**config.mk**
```make
export PLATFORM = sky130hd
export DESIGN_NAME = pm_load_ctrl
export DESIGN_NICKNAME = d
export VERILOG_FILES = /design/src/rtl/pm_load_ctrl.sv
export SDC_FILE = /design/constraint.sdc
export NUM_CORES = 1
export LEC_CHECK = 0
export BUFFER_PORTS_ARGS = -buffer_cell sky130_fd_sc_hd__buf_2
export CORE_MARGIN = 2
export CORE_UTILIZATION = 45
export DETAILED_ROUTE_END_ITERATION = 10
export PLACE_DENSITY = 0.66
export SYNTH_ARGS = -nofsm -noshare
export SYNTH_HDL_FRONTEND = slang
export SYNTH_SLANG_ARGS = --single-unit
```
**constraint.sdc**
```tcl
create_clock -name clk -period 2.4 [get_ports clk]
set_input_delay 0.48 -clock clk [delete_from_list [all_inputs] [get_ports clk]]
set_output_delay 0.48 -clock clk [all_outputs]
set_load 0.005 [all_outputs]
```
**src/rtl/pm_load_ctrl.sv**
```systemverilog
// Byte-serial program-memory loader: packs pad bytes little-endian into words and holds the CPU in reset until run.
// Optional build macro PM_LOAD_AUTOINC_EN: word address comes from an internal counter instead of addr_in.
module pm_load_ctrl #(
    parameter int DATAWIDTH = 32,
    parameter int ADDWIDTH  = 7
) (
    input  logic                 clk,
    input  logic                 rst_n,
    input  logic [7:0]           byte_in,
    input  logic                 wr_en_in,
    input  logic [ADDWIDTH-1:0]  addr_in,
    input  logic                 run_in,
    output logic                 pm_we,
    output logic [ADDWIDTH-1:0]  pm_waddr,
    output logic [DATAWIDTH-1:0] pm_wdata,
    output logic                 cpu_rst,
    output logic                 busy,
    output logic [ADDWIDTH-1:0]  word_cnt
);

    localparam int NBYTES = DATAWIDTH / 8;
    localparam int IDXW   = $clog2(NBYTES + 1);

    typedef enum logic [1:0] {IDLE, COLLECT, COMMIT, RUN} state_t;

    state_t               state_reg, state_next;
    logic [2:0]           wr_sync_reg;
    logic [1:0]           run_sync_reg;
    logic [IDXW-1:0]      idx_reg;
    logic [7:0]           buf_reg [NBYTES];
    logic [DATAWIDTH-1:0] buf_word;
    logic [ADDWIDTH-1:0]  addr_reg;
    logic [ADDWIDTH-1:0]  waddr_reg;
    logic [DATAWIDTH-1:0] wdata_reg;
    logic [ADDWIDTH-1:0]  cnt_reg;
    logic [ADDWIDTH-1:0]  word_addr;
    logic                 strobe;
    logic                 run_sync;
    logic                 capture;
    logic                 full;
    logic                 leave_run;

    // Bit 2 is only the previous synchronized level, used for edge detection.
    assign strobe    = wr_sync_reg[1] & ~wr_sync_reg[2];
    assign run_sync  = run_sync_reg[1];
    assign full      = (idx_reg == IDXW'(NBYTES));
    assign capture   = strobe && ((state_reg == IDLE) || (state_reg == COLLECT && !full));
    assign leave_run = (state_reg == RUN) && !run_sync;

    always_ff @(posedge clk or negedge rst_n) begin
        if (!rst_n) begin
            wr_sync_reg  <= '0;
            run_sync_reg <= '0;
        end else begin
            wr_sync_reg  <= {wr_sync_reg[1:0], wr_en_in};
            run_sync_reg <= {run_sync_reg[0], run_in};
        end
    end

    always_comb begin
        state_next = state_reg;
        case (state_reg)
            IDLE: begin
                if (strobe)        state_next = COLLECT;
                else if (run_sync) state_next = RUN;
            end
            COLLECT: if (full)      state_next = COMMIT;
            COMMIT:                 state_next = IDLE;
            RUN:     if (!run_sync) state_next = IDLE;
            default:                state_next = IDLE;
        endcase
    end

    always_ff @(posedge clk or negedge rst_n) begin
        if (!rst_n) state_reg <= IDLE;
        else        state_reg <= state_next;
    end

    always_ff @(posedge clk or negedge rst_n) begin
        if (!rst_n)                   idx_reg <= '0;
        else if (state_reg == COMMIT) idx_reg <= '0;
        else if (capture)             idx_reg <= idx_reg + 1'b1;
    end

    genvar gi;
    generate
        for (gi = 0; gi < NBYTES; gi++) begin : g_byte
            always_ff @(posedge clk or negedge rst_n) begin
                if (!rst_n)
                    buf_reg[gi] <= '0;
                else if (capture && idx_reg == IDXW'(gi))
                    buf_reg[gi] <= byte_in;
            end
            assign buf_word[gi*8 +: 8] = buf_reg[gi];
        end
    endgenerate

`ifdef PM_LOAD_AUTOINC_EN
    logic [ADDWIDTH-1:0] ainc_reg;
    logic                addr_in_unused;

    assign addr_in_unused = ^addr_in;
    assign word_addr      = ainc_reg;

    always_ff @(posedge clk or negedge rst_n) begin
        if (!rst_n)                   ainc_reg <= '0;
        else if (leave_run)           ainc_reg <= '0;
        else if (state_reg == COMMIT) ainc_reg <= ainc_reg + 1'b1;
    end
`else
    assign word_addr = addr_in;
`endif

    // Address is frozen at the byte-0 strobe so later pad changes cannot alter this word.
    always_ff @(posedge clk or negedge rst_n) begin
        if (!rst_n)                            addr_reg <= '0;
        else if (strobe && state_reg == IDLE)  addr_reg <= word_addr;
    end

    always_ff @(posedge clk or negedge rst_n) begin
        if (!rst_n) begin
            waddr_reg <= '0;
            wdata_reg <= '0;
        end else if (state_reg == COLLECT && full) begin
            waddr_reg <= addr_reg;
            wdata_reg <= buf_word;
        end
    end

    always_ff @(posedge clk or negedge rst_n) begin
        if (!rst_n)                   cnt_reg <= '0;
        else if (leave_run)           cnt_reg <= '0;
        else if (state_reg == COMMIT) cnt_reg <= cnt_reg + 1'b1;
    end

    assign pm_we    = (state_reg == COMMIT);
    assign pm_waddr = waddr_reg;
    assign pm_wdata = wdata_reg;
    assign cpu_rst  = (state_reg != RUN);
    assign busy     = (state_reg == COLLECT) || (state_reg == COMMIT);
    assign word_cnt = cnt_reg;

endmodule

```
==> run metrics <==
Seq pwr share 50.3%; Synth area leaders dfrtp_1, mux2_2, mux2_4; Die X-Extent approximately 97 µm; HP Class primary input to asynchronous set/reset pin; critical path launch point type flip-flop; fin area between 4000 and 5000 µm²; final worst-path cycle share 83.34%; Slew @ Worst Pin around 0.53 ns; Relative slew margins 64.76%; Reg area 2377 µm²; Yosys warnings 0; fmax 500.0 MHz; fraction of layout instances using a drive strength above 1 between 50% and 60%; register area share after synthesis 60.66%; Gate power share between 20 and 25%; global-route wire length before repair around 11000 µm; grt ovf 0; most common cell in the netlist dfrtp_1; GRT Total Usage about 15%; top post-synthesis cells by count dfrtp_1, mux2_2, mux2_4, ha_1, nor2_1; Worst VDD drop between 0.5 and 0.6 mV; 1st-iter DRT viols 65; initial antenna violation count 0; clk slew on worst S/H paths 0.09 ns; static leakage between 2 and 2.5 nW; FILL cells approximately 750; CTS Buffer Depth 2; Internal Power between 0.003 and 0.004 W; HPWL after detailed placement between 4000 and 5000 µm; area of the multi-input gates about 1400 µm²; Synth Area per Inst roughly 16 µm²; total setup buffers inserted after CTS 0; cts repair resizes 0; clk_skew 0.01084 ns; H-tree levels 3; Yosys top cell area share between 60% and 70%; final net count between 300 and 400; cell count after synthesis approximately 250; final setup fails 0; Seq cells post-synth 95; die height roughly 97 µm; clock network power share about 25%; critical path endpoint category output port; Max-Cap Viols 0; DR WL/cell 15.38 µm; Clock Latency Late Sink roughly 0.35 ns; Worst EP arrival about 1.5 ns; Initial Util between 40% and 50%; Crit Path Category flip-flop to output port; Top FF cell, synth dfrtp_1; cts bufs inserted 9; Antenna Cells 0; area leader, netlist dfrtp_1; Sw Share between 20% and 30%; placed insts ~420; Core Box Area 8593 µm²; DRC viols 0; input/output buffers 67; DIE AREA ~9500 µm²; num ports 68; DRT Pass-1 Iters 4; row cnt 34; library cells used by synthesis 32; drt total wl around 6600 µm; Mapped Area 3919 µm²; pin count of the biggest net entering global routing 96; RSZ-0062 raised after global routing false; vias roughly 2200; TritonCTS clock tree built; Req. time, crit path ~1.9 ns; setup TNS 0 ns; placed cell area 4360 µm²; Switching Power 0.001226 W; Hold Vio Cnt, Final 0; Tmin final 2.000 ns; clk sink count 95; synthesized net count between 200 and 300; Post-synth EDFFs 0; Via density about 5; crit path max fanout 12; DRT antenna net count 0; GPL Wtd Cong between 0.6 and 0.7; fin. max-slew vios 0; hold buffers post-CTS 0; synth-to-layout area growth 16.70%; Root Buffer clkbuf_8; non-filler cells, final 432; Async SR Flop Fraction 100.0%; status completed; Power Dens Cells ~980 nW/µm²; number of global-route vias before repair between 2000 and 2500
[power groups by stage]
stage               clock [W]  sequential [W]  combinational (W)
global placement            0         0.00229            0.00110
detailed placement          0         0.00230            0.00114
CTS                   0.00116         0.00227            0.00114
global route          0.00124         0.00233            0.00125
floorplan                   0         0.00223           0.000878
finish                0.00112         0.00226            0.00112
[area by class of cell]
class                           count  share of cell area [%]
Sequential cell                    95                   51.98
Tap cell                          108                   2.955
Clock inverter                      5                   1.778
Clock buffer                       11                   2.873
Timing Repair Buffer               70                   8.427
Multi-Input combinational cell    136                   31.41
Inverter                            7                  0.5746
[cell usage in the layout (no fill, tap or decap)]
cell type   netlist  layout
a211oi_1          1       1
a21boi_2          1       1
a21o_1            1       1
a21oi_1           3       3
a2bb2oi_1         1       1
and3_4            3       3
buf_12            0       2
buf_2             4      66
buf_4             1       2
bufinv_16         0       2
clkbuf_1          0       2
clkbuf_8          0       9
clkinv_2          0       1
clkinvlp_4        0       1
dfrtp_1          95      95
ha_1             10      10
inv_1             7       7
inv_6             0       1
mux2_2           55      55
mux2_4           24      24
mux2i_1           1       1
nand2_1           3       3
nand3_2           0       1
nand3b_1          1       1
nand4_1           2       2
nor2_1            9       9
nor2b_1           2       2
o2111ai_1         1       1
o211ai_1          1       1
o211ai_4          1       1
o21a_1            2       2
o21ai_0           3       3
o21ba_1           1       1
o31ai_1           2       2
o32a_1            1       1
or3_1             2       2
xnor2_1           1       1
xor2_1            3       3
[layer usage]
metal | up-vias | GRT usage (%) | part of all wire, %
met5 | - | 0 | 0
li1 | 1022 | - | -
met3 | 8 | 5.396 | 5.5
met1 | 1068 | 21.37 | 48
met2 | 60 | 22.22 | 45
met4 | 0 | 3.526 | 0.86
[critical path: stages (launching register included)]
cell and delay (ns):
dfrtp_1 0.43, inv_1 0.10, ha_1 0.45, buf_2 0.20
[logic make-up after synthesis]
logic type,Yosys count,share of synthesized area (%)
flip-flops,95,60.66
multiplexers,80,25.26
AND/OR/NAND/NOR,23,3.288
AO/OA/AOI/OAI,19,3.895
buffers and inverters,17,2.810
adder cells (fa/ha/maj),10,3.193
XOR/XNOR,4,0.8942
[final timing paths]
check / cells past startpoint / slack [ns] / startpoint / to
max: 3 / 0.40 / state_reg[0]$_DFFE_PN0P_ / pm_we
min: 2 / 0.15 / rst_n / buf_reg[2]$_DFFE_PN0P_
max reg2reg: 5 / 0.48 / idx_reg[0]$_DFFE_PN0P_ / pm_wdata[24]$_DFFE_PN0P_
min reg2reg: 0 / 0.35 / run_sync_reg[0]$_DFF_PN0_ / run_sync_reg[1]$_DFF_PN0_
max in group asynchronous: 2 / 1.85 / rst_n / pm_wdata[30]$_DFFE_PN0P_
min in group clk: 1 / 0.23 / wr_en_in / wr_sync_reg[0]$_DFF_PN0_
[per-stage QoR]
| step | hold WS (ns) | utilization [%] | total power (W) | setup slack (ns) |
|---|---|---|---|---|
| after floorplan | 0.1844 | - | 0.003108 | 0.7328 |
| final | 0.1521 | 53.22 | 0.004502 | 0.3999 |
| after global placement | 0.3327 | 50.74 | 0.003389 | 0.4771 |
| after CTS | 0.1759 | 53.22 | 0.004576 | 0.3714 |
| after detailed placement | 0.3403 | 50.74 | 0.003439 | 0.4404 |
| after global routing | 0.1809 | 53.22 | 0.004819 | 0.2774 |
Power figures use the tool's default switching activity.
